File: config.mk
export PLATFORM = sky130hd
export DESIGN_NAME = load_store_unit_flat
export DESIGN_NICKNAME = d
export VERILOG_FILES = /design/src/rtl/load_store_unit_pkg.sv /design/src/rtl/load_store_unit_if.sv /design/src/rtl/load_store_unit_align.sv /design/src/rtl/load_store_unit.sv /design/src/flat_wrapper.sv
export SDC_FILE = /design/constraint.sdc
export NUM_CORES = 1
export LEC_CHECK = 0
export ABC_AREA = 1
export CORE_ASPECT_RATIO = 1.75
export CORE_MARGIN = 2
export CORE_UTILIZATION = 30
export DETAILED_ROUTE_END_ITERATION = 16
export PLACE_DENSITY = 0.59
export SLEW_MARGIN = 40
export SYNTH_ARGS = -nofsm -noshare
export SYNTH_HDL_FRONTEND = slang
export SYNTH_SLANG_ARGS = --single-unit
File: constraint.sdc
create_clock -name clk -period 2.34 [get_ports clk]
set_clock_uncertainty 0.1 [all_clocks]
set_input_delay 0.702 -clock clk [delete_from_list [all_inputs] [get_ports clk]]
set_output_delay 0.702 -clock clk [all_outputs]
set_load 0.03 [all_outputs]
File: src/rtl/load_store_unit_pkg.sv
// Shared types and constants for the load/store unit: FSM encoding,
// Funct3 access codes, byte-enable patterns and the access legality check.
package lsu_pkg;

  typedef enum logic [1:0] {
    IDLE = 2'd0,
    REQ  = 2'd1,
    RESP = 2'd2,
    DONE = 2'd3
  } lsu_state_t;

  localparam logic [2:0] F3_B  = 3'b000;
  localparam logic [2:0] F3_H  = 3'b001;
  localparam logic [2:0] F3_W  = 3'b010;
  localparam logic [2:0] F3_BU = 3'b100;
  localparam logic [2:0] F3_HU = 3'b101;

  localparam logic [3:0] BE_B = 4'b0001;
  localparam logic [3:0] BE_H = 4'b0011;
  localparam logic [3:0] BE_W = 4'b1111;

  // Unsigned loads have no store counterpart, so 1xx is illegal for stores.
  function automatic logic access_legal(input logic [2:0] f3, input logic [1:0] lo,
                                        input logic is_store);
    logic ok;
    case (f3)
      F3_B:    ok = 1'b1;
      F3_H:    ok = ~lo[0];
      F3_W:    ok = (lo == 2'b00);
      F3_BU:   ok = ~is_store;
      F3_HU:   ok = ~is_store & ~lo[0];
      default: ok = 1'b0;
    endcase
    return ok;
  endfunction

endpackage

File: src/rtl/load_store_unit_if.sv
// Handshaked data-memory bus between the load/store unit (master) and memory (slave).
interface load_store_unit_if;
  logic        mem_valid;
  logic        mem_ready;
  logic        mem_we;
  logic [31:0] mem_addr;
  logic [3:0]  mem_be;
  logic [31:0] mem_wdata;
  logic        mem_rvalid;
  logic [31:0] mem_rdata;

  modport master (
    output mem_valid, mem_we, mem_addr, mem_be, mem_wdata,
    input  mem_ready, mem_rvalid, mem_rdata
  );

  modport slave (
    input  mem_valid, mem_we, mem_addr, mem_be, mem_wdata,
    output mem_ready, mem_rvalid, mem_rdata
  );
endinterface

File: src/rtl/load_store_unit_align.sv
// Byte-lane logic: store byte enables and replication, load lane extraction and extension.
module lsu_align
  import lsu_pkg::*;
(
  input  logic [2:0]  i_st_funct3,
  input  logic [1:0]  i_st_addr_lo,
  input  logic [31:0] i_wdata,
  output logic [3:0]  o_be,
  output logic [31:0] o_wdata,
  input  logic [2:0]  i_ld_funct3,
  input  logic [1:0]  i_ld_addr_lo,
  input  logic [31:0] i_rdata,
  output logic [31:0] o_rdata
);

  logic [31:0] w_lane;

  // Store side: enables and lane replication by access size
  always_comb begin
    o_be    = 4'b0000;
    o_wdata = 32'd0;
    case (i_st_funct3[1:0])
      2'b00: begin
        o_be    = BE_B << i_st_addr_lo;
        o_wdata = {4{i_wdata[7:0]}};
      end
      2'b01: begin
        o_be    = BE_H << {i_st_addr_lo[1], 1'b0};
        o_wdata = {2{i_wdata[15:0]}};
      end
      2'b10: begin
        o_be    = BE_W;
        o_wdata = i_wdata;
      end
      default: begin
        o_be    = 4'b0000;
        o_wdata = 32'd0;
      end
    endcase
  end

  assign w_lane = i_rdata >> {i_ld_addr_lo, 3'b000};

  // Load side: sign or zero extension of the selected lane
  always_comb begin
    o_rdata = 32'd0;
    case (i_ld_funct3)
      F3_B:    o_rdata = {{24{w_lane[7]}}, w_lane[7:0]};
      F3_H:    o_rdata = {{16{w_lane[15]}}, w_lane[15:0]};
      F3_W:    o_rdata = i_rdata;
      F3_BU:   o_rdata = {24'd0, w_lane[7:0]};
      F3_HU:   o_rdata = {16'd0, w_lane[15:0]};
      default: o_rdata = 32'd0;
    endcase
  end

endmodule

File: src/rtl/load_store_unit.sv
// Multi-cycle load/store unit: stalls the core while a word-aligned request
// is issued on the memory bus and formats the returned load data.
module load_store_unit
  import lsu_pkg::*;
#(
  parameter int unsigned TIMEOUT_CYCLES = 255
) (
  input  logic                clk,
  input  logic                reset,
  input  logic                MemRead,
  input  logic                MemWrite,
  input  logic [2:0]          Funct3,
  input  logic [31:0]         Addr,
  input  logic [31:0]         WriteData,
  output logic [31:0]         ReadData,
  output logic                Stall,
  output logic                MisalignedFault,
  output logic                BusFault,
  load_store_unit_if.master   mem
);

  localparam logic [15:0] C_CNT_LAST = 16'(TIMEOUT_CYCLES - 1);

  lsu_state_t  r_state;
  lsu_state_t  w_next;
  logic [15:0] r_cnt;
  logic [2:0]  r_funct3;
  logic [1:0]  r_addr_lo;
  logic        r_mem_valid;
  logic        r_mem_we;
  logic [31:0] r_mem_addr;
  logic [3:0]  r_mem_be;
  logic [31:0] r_mem_wdata;
  logic [31:0] r_read_data;
  logic        r_bus_fault;

  logic        w_access;
  logic        w_legal;
  logic        w_start;
  logic        w_accept;
  logic        w_expired;
  logic        w_capture;
  logic        w_fault;
  logic [3:0]  w_be;
  logic [31:0] w_wdata;
  logic [31:0] w_ld_data;

  assign w_access  = MemRead | MemWrite;
  assign w_legal   = access_legal(Funct3, Addr[1:0], MemWrite);
  assign w_start   = (r_state == IDLE) & w_access & w_legal;
  assign w_accept  = r_mem_valid & mem.mem_ready;
  assign w_expired = (r_cnt >= C_CNT_LAST);

  lsu_align u_align (
    .i_st_funct3  (Funct3),
    .i_st_addr_lo (Addr[1:0]),
    .i_wdata      (WriteData),
    .o_be         (w_be),
    .o_wdata      (w_wdata),
    .i_ld_funct3  (r_funct3),
    .i_ld_addr_lo (r_addr_lo),
    .i_rdata      (mem.mem_rdata),
    .o_rdata      (w_ld_data)
  );

  // Next-state, stall and completion decode
  always_comb begin
    w_next    = r_state;
    w_capture = 1'b0;
    w_fault   = 1'b0;
    Stall     = 1'b0;
    case (r_state)
      IDLE: begin
        Stall = w_start;
        if (w_start) w_next = REQ;
        else         w_next = IDLE;
      end
      REQ: begin
        Stall = 1'b1;
        if (w_accept) begin
          if (r_mem_we) w_next = DONE;
          else          w_next = RESP;
        end else if (w_expired) begin
          w_next  = DONE;
          w_fault = 1'b1;
        end else begin
          w_next = REQ;
        end
      end
      RESP: begin
        Stall = 1'b1;
        if (mem.mem_rvalid) begin
          w_next    = DONE;
          w_capture = 1'b1;
        end else if (w_expired) begin
          w_next  = DONE;
          w_fault = 1'b1;
        end else begin
          w_next = RESP;
        end
      end
      DONE:    w_next = IDLE;
      default: w_next = IDLE;
    endcase
  end

  assign MisalignedFault = (r_state == IDLE) & w_access & ~w_legal;

  // State register
  always_ff @(posedge clk or negedge reset) begin
    if (!reset) r_state <= IDLE;
    else        r_state <= w_next;
  end

  // Request fields, timeout counter and registered results
  always_ff @(posedge clk or negedge reset) begin
    if (!reset) begin
      r_cnt       <= 16'd0;
      r_funct3    <= 3'd0;
      r_addr_lo   <= 2'd0;
      r_mem_valid <= 1'b0;
      r_mem_we    <= 1'b0;
      r_mem_addr  <= 32'd0;
      r_mem_be    <= 4'd0;
      r_mem_wdata <= 32'd0;
      r_read_data <= 32'd0;
      r_bus_fault <= 1'b0;
    end else begin
      r_bus_fault <= w_fault;
      r_read_data <= w_capture ? w_ld_data : 32'd0;
      if (w_start) begin
        r_cnt       <= 16'd0;
        r_funct3    <= Funct3;
        r_addr_lo   <= Addr[1:0];
        r_mem_valid <= 1'b1;
        r_mem_we    <= MemWrite;
        r_mem_addr  <= {Addr[31:2], 2'b00};
        r_mem_be    <= w_be;
        r_mem_wdata <= MemWrite ? w_wdata : 32'd0;
      end else begin
        if ((r_state == REQ) || (r_state == RESP)) r_cnt <= r_cnt + 16'd1;
        if ((r_state == REQ) && (w_next != REQ))  r_mem_valid <= 1'b0;
      end
    end
  end

  assign ReadData      = r_read_data;
  assign BusFault      = r_bus_fault;
  assign mem.mem_valid = r_mem_valid;
  assign mem.mem_we    = r_mem_we;
  assign mem.mem_addr  = r_mem_addr;
  assign mem.mem_be    = r_mem_be;
  assign mem.mem_wdata = r_mem_wdata;

endmodule
File: src/flat_wrapper.sv
// flat-port wrapper written by rule: the top's interface ports become plain ports
module load_store_unit_flat import lsu_pkg::*;
#(
  parameter int unsigned TIMEOUT_CYCLES = 255
)
  (clk, reset, MemRead, MemWrite, Funct3, Addr, WriteData, ReadData, Stall, MisalignedFault, BusFault, mem_mem_valid, mem_mem_we, mem_mem_addr, mem_mem_be, mem_mem_wdata, mem_mem_ready, mem_mem_rvalid, mem_mem_rdata);
  load_store_unit_if mem_i ();
  input  logic clk;
  input  logic reset;
  input  logic MemRead;
  input  logic MemWrite;
  input  logic [2:0] Funct3;
  input  logic [31:0] Addr;
  input  logic [31:0] WriteData;
  output logic [31:0] ReadData;
  output logic Stall;
  output logic MisalignedFault;
  output logic BusFault;
  output wire logic [$bits(mem_i.mem_valid)-1:0] mem_mem_valid;
  output wire logic [$bits(mem_i.mem_we)-1:0] mem_mem_we;
  output wire logic [$bits(mem_i.mem_addr)-1:0] mem_mem_addr;
  output wire logic [$bits(mem_i.mem_be)-1:0] mem_mem_be;
  output wire logic [$bits(mem_i.mem_wdata)-1:0] mem_mem_wdata;
  input wire logic [$bits(mem_i.mem_ready)-1:0] mem_mem_ready;
  input wire logic [$bits(mem_i.mem_rvalid)-1:0] mem_mem_rvalid;
  input wire logic [$bits(mem_i.mem_rdata)-1:0] mem_mem_rdata;
  assign mem_mem_valid = mem_i.mem_valid;
  assign mem_mem_we = mem_i.mem_we;
  assign mem_mem_addr = mem_i.mem_addr;
  assign mem_mem_be = mem_i.mem_be;
  assign mem_mem_wdata = mem_i.mem_wdata;
  assign mem_i.mem_ready = mem_mem_ready;
  assign mem_i.mem_rvalid = mem_mem_rvalid;
  assign mem_i.mem_rdata = mem_mem_rdata;
  load_store_unit #(.TIMEOUT_CYCLES(TIMEOUT_CYCLES)) u_core (.clk(clk), .reset(reset), .MemRead(MemRead), .MemWrite(MemWrite), .Funct3(Funct3), .Addr(Addr), .WriteData(WriteData), .ReadData(ReadData), .Stall(Stall), .MisalignedFault(MisalignedFault), .BusFault(BusFault), .mem(mem_i));
endmodule
## After elaboration in Yosys (flattened, before gate mapping)

Index checks and enable logic that the tools add are counted.

| storage, ports and cells | value |
|---|---|
| bits in registers | 124 |
| latch bits | 0 |
| memory bits (writable) | 0 |
| bits in read-only memories | 0 |
| output and inout bits | 105 |
| logic and storage cells | 73 |
| memories kept | 0 |

| operators by class | value |
|---|---|
| add/subtract/negate cells | 1 |
| $mul | 0 |
| divide/modulo/power cells | 0 |
| $lt $le $gt $ge | 1 |
| eq/ne operators | 14 |
| shift-type cells | 3 |
| mux-type cells | 24 |
| bitwise gates (word level) | 9 |
| reductions and logical operators | 10 |

Operators with widths:

| cell | count |
|---|---|
| case mux 32 bit (5 select lines) | 1 |
| case mux 32 bit (3 select lines) | 1 |
| two-way mux 32 bit | 2 |
| two-way mux 16 bit | 2 |
| right shift 32 x 5 -> 16 bit | 1 |
| adder 16 x 1 -> 16 bit (second input constant) | 1 |
| >= comparator 16 x 8 -> 1 bit (second input constant) | 1 |
| equality test 3 bit (second input constant) | 4 |
| case mux 4 bit (3 select lines) | 1 |
| two-way mux 1 bit | 10 |
| case mux 2 bit (4 select lines) | 1 |
| equality test 2 bit (second input constant) | 3 |
| equality test 3 x 1 -> 1 bit (second input constant) | 2 |
| equality test 3 x 2 -> 1 bit (second input constant) | 2 |
| logical NOT 2 bit | 3 |
| logical NOT 3 bit | 2 |
| two-way mux 2 bit | 3 |
| bitwise AND 1 bit | 5 |
| case mux 1 bit (5 select lines) | 1 |
| equality test 2 x 1 -> 1 bit (second input constant) | 2 |
| case mux 1 bit (2 select lines) | 2 |
| nonzero test 2 bit | 2 |
| left shift 1 x 2 -> 4 bit (first input constant) | 1 |
| left shift 2 x 2 -> 4 bit (first input constant) | 1 |
| 6 further kinds | 8 |

## Longest topological paths before layout

Gate-level depths: netlist (run 1).

| depth | value |
|---|---|
| word-level depth | 10 |
| mapped depth | 14 |
| depth with buffers taken out | 14 |

## Modules after synthesis

From an unflattened synthesis (run 1), not the netlist that was laid out.

| second synthesis, totals | value |
|---|---|
| cells, all modules | 894 |
| area, all modules | 6657.6 um2 |

By module, submodules not included:

| module | times used | cells an instance | area an instance (um2) | sequential area each (um2) |
|---|---|---|---|---|
| load_store_unit | 1 | 574 | 5197.5 | 3103.0 |
| lsu_align | 1 | 320 | 1460.2 | 0.0 |

## Worst setup path before layout (run 1)

Ideal clock, no wire load.

| timing | value |
|---|---|
| path type | input -> output |
| start point | input port Funct3[1] |
| end point | output port Stall |
| arrival time | 1981 ps |
| setup slack | -443 ps |
| stages | 7 |
| buffers on the path | 2 |
| cell sequence | inv_2 -> nand2_4 -> a22oi_4 -> nand2_4 -> buf_6 -> buf_4 -> a21oi_1 |

| between the ends | value |
|---|---|
| longest elaborated chain between the ends | 4 |
| elaborated cells between the ends (all ways) | 8 |
| classes of those cells | eq/ne (4); mux (2); bitwise (1); reduce/logical (1) |

RTL lines:

| item | line | RTL |
|---|---|---|
| from (decl) | flat_wrapper.sv:12 | `input logic [2:0] Funct3;` |
| equality test 3 bit, or another cell as far along | load_store_unit_pkg.sv:26 | `case (f3)` |
| case mux 1 bit (5 select lines) (*) | load_store_unit_pkg.sv:26 |  |
| bitwise AND 1 bit (*) | load_store_unit.sv:50 | `assign w_start = (r_state == IDLE) & w_access & w_legal;` |
| case mux 1 bit (2 select lines) (*) | load_store_unit.sv:72 | `case (r_state)` |
| to (decl) | flat_wrapper.sv:16 | `output logic Stall;` |

Mark *: on every way between the ends. The rest lies on a longest branch, timed or not.

## Worst setup path after layout (run 1)

| timing | value |
|---|---|
| start point | input port Funct3[0] |
| end point | output port Stall |

The elaborated chain is that of the path after synthesis.

==> results of run 1 <==
[how the worst min path moves through the flow]
| stage | from | to | slack [ns] | cells past startpoint |
|---|---|---|---|---|
| 2_1_floorplan | reset | u_core.BusFault$_DFF_PN0_ | 0.31 | 0 |
| 3_3_place_gp | u_core.mem.mem_addr[11]$_DFFE_PN0P_ | u_core.mem.mem_addr[11]$_DFFE_PN0P_ | 0.36 | 2 |
| 3_5_place_dp | u_core.mem.mem_addr[6]$_DFFE_PN0P_ | u_core.mem.mem_addr[6]$_DFFE_PN0P_ | 0.36 | 2 |
| 4_1_cts | u_core.mem.mem_addr[6]$_DFFE_PN0P_ | u_core.mem.mem_addr[6]$_DFFE_PN0P_ | 0.38 | 2 |
| 5_1_grt | u_core.mem.mem_addr[12]$_DFFE_PN0P_ | u_core.mem.mem_addr[12]$_DFFE_PN0P_ | 0.40 | 2 |
| 6_report | u_core.mem.mem_addr[3]$_DFFE_PN0P_ | u_core.mem.mem_addr[3]$_DFFE_PN0P_ | 0.37 | 2 |
[power by group through the flow]
| stage | combinational (mW) | sequential [mW] | clock (mW) |
|---|---|---|---|
| floorplan | 1.85 | 4.15 | 0 |
| global placement | 4.84 | 3.17 | 0 |
| detailed placement | 4.89 | 3.19 | 0 |
| CTS | 4.97 | 3.17 | 2.75 |
| global route | 5.39 | 3.24 | 2.84 |
| finish | 4.97 | 3.16 | 2.67 |
[per-layer routing]
metal | up-vias | global-route usage (%)
li1 | 2897 | -
met2 | 192 | 35.1
met1 | 2732 | 19.1
met5 | - | 0
met4 | 0 | 8.36
met3 | 32 | 4.20
[area by class of cell]
class	count	area, sq um	area share, %
diodes	1	2.50	0.0264
clock buffers	24	482	5.08
clock inverters	6	111	1.17
inverters	91	378	3.98
multi-input cells	497	2440	25.8
flip-flops and latches	124	3100	32.7
well taps	245	307	3.23
repair buffers	277	2660	28.0
[logic make-up (layout without fill, tap and decap cells)]
group,Yosys count,after routing,share of synthesized area (%)
AO/OA/AOI/OAI,177,177,16.2
XOR/XNOR,9,9,1.31
adder cells (fa/ha/maj),6,6,1.24
buffers and inverters,126,398,9.30
flip-flops,124,124,51.4
other,1,3,0.0621
AND/OR/NAND/NOR,303,303,20.5
[cells in the final DEF (no fill, tap or decap), types with 3 or more instances in the layout]
| cell type | count |
|---|---|
| a31oi_1 | 3 |
| a221oi_1 | 8 |
| nand2_1 | 215 |
| ha_1 | 5 |
| nor2_1 | 54 |
| clkbuf_1 | 4 |
| o211ai_1 | 8 |
| bufinv_16 | 3 |
| inv_4 | 3 |
| clkbuf_8 | 3 |
| nand2_2 | 4 |
| clkbuf_16 | 17 |
| a21oi_1 | 48 |
| nor3_2 | 3 |
| o21ai_0 | 69 |
| inv_1 | 79 |
| xor2_1 | 8 |
| buf_12 | 6 |
| nand3_1 | 13 |
| o21ai_1 | 33 |
| dfrtp_1 | 123 |
| inv_2 | 7 |
| buf_4 | 67 |
| clkdlybuf4s50_1 | 195 |
[timing repair]
action | CTS | global route
setup endpoints to repair | 2 | 7
resized for setup | 33 | 10
pin swaps | 6 | 7
cloned | 0 | 0
hold buffers | 1 | 0
buffers inserted | 25 | 4
endpoints found under the hold margin | 4 | 0
[Yosys cell counts]
| library cell | count | area, sq um |
|---|---|---|
| a21oi_1 | 49 | 245 |
| a21oi_2 | 1 | 8.76 |
| a221oi_1 | 8 | 70.1 |
| a22oi_1 | 2 | 15.0 |
| a22oi_4 | 1 | 21.3 |
| a31oi_1 | 4 | 25.0 |
| and2_1 | 1 | 6.26 |
| buf_2 | 17 | 85.1 |
| buf_4 | 8 | 60.1 |
| buf_6 | 4 | 45.0 |
| clkbuf_1 | 6 | 22.5 |
| conb_1 | 1 | 3.75 |
| dfrtp_1 | 124 | 3100 |
| ha_1 | 6 | 75.1 |
| inv_1 | 84 | 315 |
| inv_2 | 4 | 15.0 |
| inv_4 | 3 | 18.8 |
| nand2_1 | 216 | 811 |
| nand2_2 | 3 | 18.8 |
| nand2_4 | 2 | 22.5 |
| nand3_1 | 14 | 70.1 |
| nand3_4 | 1 | 17.5 |
| nand3b_1 | 1 | 7.51 |
| nand4_1 | 2 | 12.5 |
| nor2_1 | 54 | 203 |
| nor2_2 | 1 | 6.26 |
| nor2_4 | 1 | 11.3 |
| nor3_1 | 2 | 10.0 |
| nor3_2 | 3 | 30.0 |
| nor3b_1 | 1 | 7.51 |
| o211ai_1 | 8 | 60.1 |
| o21ai_0 | 71 | 355 |
| o21ai_1 | 32 | 160 |
| o21ai_4 | 1 | 16.3 |
| or2_1 | 1 | 6.26 |
| xnor2_1 | 1 | 8.76 |
| xor2_1 | 8 | 70.1 |
[critical path, delay by kind of cell]
kind / cells / cell delay, ns
buffers and inverters: 3 / 0.36
AOI/OAI and AO/OA: 2 / 0.41
and+or+nand+nor: 2 / 0.15
[state kept, by name, indices dropped and copies added, names as in the netlist, 2 cells and up]
register              count
u_core.r_state            2
u_core.mem.mem_be         4
u_core.r_cnt             16
u_core.r_funct3           3
u_core.mem.mem_addr      30
u_core.mem.mem_wdata     32
u_core.r_addr_lo          2
u_core.ReadData          32
==> metrics.txt, run 1 <==
DRT met1 WL=7.11 mm; RSZ-0062 raised after global routing=yes; fill count=1948; drt initial violations=261; Synth Register Bits=124; # DRC=0; max frequency=0.412 GHz; first-pass GRT wire length=30.7 mm; Worst setup EP type=output pin; post-route minimum period=2.43 ns; fin util=48.1%; slew of the pin with the lowest slew margin=0.684 ns; CTS Buf Count=17; PnR worst setup slack=-0.0879 ns; ANT nets after route=0; DR vias=5853; placed cell area=0.00865 sq mm; failing checks=negative setup slack; reg-to-reg endpoint=u_core.mem.mem_valid$_DFFE_PN0P_; clock buffer depth=2; largest net degree at the start of global routing=67; Clk Latency, worst-skew pair=0.41 ns; startpoint types=input pin; Slew Viols, Final=0; Nets=1119; Max Used Layer=met4; Critical path origin=Funct3[0]; met2 WL=11.0 mm; critical path data arrival time=1.63 ns; Critical Path Fanout Max=3; Power Density=1140 mW/mm^2; kind of critical path=input pin to output pin; Reg2Reg Setup Slack=0.45 ns; CTS Root Cell=clkbuf_16; Worst path slowest cell=a22oi_4; WL met3=988 microns; leakage power=4.64 nW; initial antenna violation count=1; Die Footprint=0.0213 sq mm; Post-Syn Area per Cell=8.10 sq um; Comb pwr share=46.1%; cell internal pwr=6.51 mW; register area share after synthesis=51.4%; Req. time, crit path=1.54 ns; Clock Power Share=24.7%; Post-Synthesis Cells=746; Slew headroom=54.3%; register share of total power=29.2%; Syn. warnings=0; first drt pass iteration count=4; final instance area=0.00949 sq mm; setup violators final=1; HP Class=flip-flop to flip-flop; Cell Rows=68; hold slack final=0.374 ns; Worst-path clk slew=0.05 ns; gr ovfl total=0; Netlist cell types=37; core box area=0.0197 sq mm; vias per inst=4.63; CTS tree=built; setup total negative slack=-0.0879 ns; Die Ht=192 microns; Port Buf Inserts=207; worst setup path endpoint=Stall; CTS Sinks=124; pre-CTS setup slack=-0.564 ns; DP Wirelength=14.8 mm; crit-path cells=buf_2 > inv_12 > nand2_8 > a22oi_4 > nand2_4 > a21oi_4 > buf_12; status=finished, violations left; Die X=111 microns; gpl congestion=0.897; Total Wirelength=19.8 mm; H-tree levels=4; Syn Std Cell Area=0.00604 sq mm; share of cells above drive strength 1=13.3%; switching share of power=39.7%; worst vdd ir=567 uV; FF-to-FF Start=u_core.r_state[0]$_DFF_PN0_; Hold Fails Final Rpt=0; max incr delay on CP=0.21 ns; Area Overhead vs Synth=57.1%; Sw Pwr=4.28 mW; number of placed instances with taps included=1207; Total Power=10.8 mW; starting utilization of the core area=30.6%; max-cap violations=0; Final Cycle Share=104%; r2r worst-path depth=13; IO Pins=210; routed len/inst=15.6 microns; vias in the first global route=5968; fin cells=1265; Tot GR Track Use=18.5%
Note: power is estimated with default switching activity, not from simulation.
==> run 2, diff against run 1 <==
--- a/config.mk
+++ b/config.mk
@@ -10,6 +10,7 @@
 export CORE_MARGIN = 2
 export CORE_UTILIZATION = 30
 export DETAILED_ROUTE_END_ITERATION = 16
+export MAX_ROUTING_LAYER = met4
 export PLACE_DENSITY = 0.59
 export SLEW_MARGIN = 40
 export SYNTH_ARGS = -nofsm -noshare
==> run 2 against run 1 <==
The flow still finishes with violations (negative setup slack). Maximum frequency about the same. Global-route usage up 0.57 points. Core utilization is the same. Routed wire length increased by 0.11%. Flip-flop and latch count stayed put. Non-clock buffer count unchanged. Design area stayed put. Sequential share of layout area unchanged. Die area stayed put. First-iteration DRC count is 7.3% lower. Combinational power barely moved. Power about the same. Largest cell class unchanged.
==> metrics.txt, run 2 (synthesized netlist as in run 1, its figures left out) <==
H-tree levels=4 (unchanged); Die Ht=192 microns (unchanged); vias per inst=4.64 (was 4.63); Clk Latency, worst-skew pair=0.41 ns (about the same); most frequent cells in the layout=nand2_1 (215), clkdlybuf4s50_1 (195), dfrtp_1 (123) (unchanged); ANT nets after route=0 (unchanged); critical path data arrival time=1.63 ns (about the same); routed len/inst=15.6 microns (about the same); FF-to-FF Start=u_core.r_state[0]$_DFF_PN0_ (unchanged); post-route minimum period=2.43 ns (about the same); DR vias=5872 (was 5853); starting utilization of the core area=30.6% (unchanged); max frequency=0.412 GHz (about the same); CTS Buf Count=17 (unchanged); Slew headroom=53.1% (was 54.3%); Die Footprint=0.0213 sq mm (unchanged); Final Cycle Share=104% (about the same); Critical path origin=Funct3[0] (unchanged); r2r worst-path depth=13 (unchanged); RSZ-0062 raised after global routing=yes (unchanged); IO Pins=210 (unchanged); gr ovfl total=0 (unchanged); Tot GR Track Use=19.0% (was 18.5%); first drt pass iteration count=5 (was 4); core box area=0.0197 sq mm (unchanged); Power Density=1140 mW/mm^2 (about the same); Worst setup EP type=output pin (unchanged); largest net degree at the start of global routing=67 (unchanged); vias in the first global route=5974 (was 5968); startpoint types=input pin (unchanged); Critical Path Fanout Max=3 (unchanged); Hold Fails Final Rpt=0 (unchanged); setup violators final=1 (unchanged); max-cap violations=0 (unchanged); CTS tree=built (unchanged); Die X=111 microns (unchanged); worst setup path endpoint=Stall (unchanged); Slew Viols, Final=0 (unchanged); Reg2Reg Setup Slack=0.45 ns (about the same); share of cells above drive strength 1=13.3% (unchanged); Area Overhead vs Synth=57.1% (unchanged); first-pass GRT wire length=30.8 mm (was 30.7 mm); HP Class=flip-flop to flip-flop (unchanged); initial antenna violation count=1 (unchanged); drt initial violations=242 (was 261); Total Wirelength=19.8 mm (about the same); hold slack final=0.375 ns (was 0.374 ns); Total Power=10.8 mW (about the same); worst vdd ir=567 uV (about the same); most common cell after layout, fill and taps aside=nand2_1 (unchanged); fill count=1948 (unchanged); leakage power=4.64 nW (unchanged); DP Wirelength=14.8 mm (unchanged); CTS Sinks=124 (unchanged); clock buffer depth=2 (unchanged); kind of critical path=input pin to output pin (unchanged); CTS Root Cell=clkbuf_16 (unchanged); PnR worst setup slack=-0.0881 ns (was -0.0879 ns); Port Buf Inserts=207 (unchanged); reg-to-reg endpoint=u_core.mem.mem_valid$_DFFE_PN0P_ (unchanged); gpl congestion=0.912 (was 0.897); status=finished, violations left (unchanged); Worst-path clk slew=0.05 ns (about the same); # DRC=0 (unchanged); failing checks=negative setup slack (unchanged); Nets=1119 (unchanged); slew of the pin with the lowest slew margin=0.700 ns (was 0.684 ns); Cell Rows=68 (unchanged); Req. time, crit path=1.54 ns (about the same)
## run 2: worst min path at each step
stage	endpoint	cells after the start	startpoint	slack, ns
6_report	u_core.mem.mem_addr[3]$_DFFE_PN0P_	2	u_core.mem.mem_addr[3]$_DFFE_PN0P_	0.38
5_1_grt	u_core.mem.mem_addr[12]$_DFFE_PN0P_	2	u_core.mem.mem_addr[12]$_DFFE_PN0P_	0.40
4_1_cts	u_core.mem.mem_addr[6]$_DFFE_PN0P_	2	u_core.mem.mem_addr[6]$_DFFE_PN0P_	0.38
3_5_place_dp	u_core.mem.mem_addr[6]$_DFFE_PN0P_	2	u_core.mem.mem_addr[6]$_DFFE_PN0P_	0.36
3_3_place_gp	u_core.mem.mem_addr[11]$_DFFE_PN0P_	2	u_core.mem.mem_addr[11]$_DFFE_PN0P_	0.36
2_1_floorplan	u_core.BusFault$_DFF_PN0_	0	reset	0.31
## run 2: layer usage
metal	track usage [%]	vias to the layer above	wire (microns)	part of all wire (%)
li1	-	2896	-	-
met1	19.3	2717	7070	36
met2	35.2	219	11000	55
met3	4.04	40	1030	5.2
met4	8.26	0	704	3.6
met5	-	-	0	0
## run 2: what timing repair did
item                                    in CTS  in global routing
resized for setup                           33                 10
endpoints found under the setup margin       2                  7
setup buffers                               25                  4
pin swaps                                    6                  7
hold buffers                                 1                  0
cloned                                       0                  0
endpoints found under the hold margin        4                  0
## run 2: cell type report
cell class / instances / area [sq um] / area share, %
flip-flops and latches: 124 / 3100 / 32.7
repair buffers: 277 / 2660 / 28.0
multi-input cells: 497 / 2440 / 25.8
clock buffers: 24 / 482 / 5.08
inverters: 91 / 378 / 3.98
well taps: 245 / 307 / 3.23
clock inverters: 6 / 111 / 1.17
diodes: 1 / 2.50 / 0.0264
## run 2: critical path: stages
cell,delay (ns)
buf_2,0.15
inv_12,0.07
nand2_8,0.05
a22oi_4,0.21
nand2_4,0.10
a21oi_4,0.20
buf_12,0.14
## run 2: through the flow
step | setup slack (ns) | TNS, ns | util, % | std cells | cell area, sq um
finish | -0.0881 | -0.0881 | 48.1 | 1265 | 9490
global route | -0.132 | -0.132 | 48.1 | 1265 | 9490
CTS | -0.128 | -0.128 | 47.9 | 1263 | 9450
detailed placement | -0.564 | -20.63 | 43.8 | 1207 | 8650
global placement | -0.562 | -18.13 | 43.8 | 1207 | 8650
floorplan | -0.105 | -0.105 | - | 747 | 6100
## run 2: power breakdown
group	switching (mW)	total, mW	internal, mW
Combinational	2.95	4.97	2.02
Clock	0.918	2.67	1.75
Sequential	0.410	3.15	2.74
Total	4.28	10.8	6.51
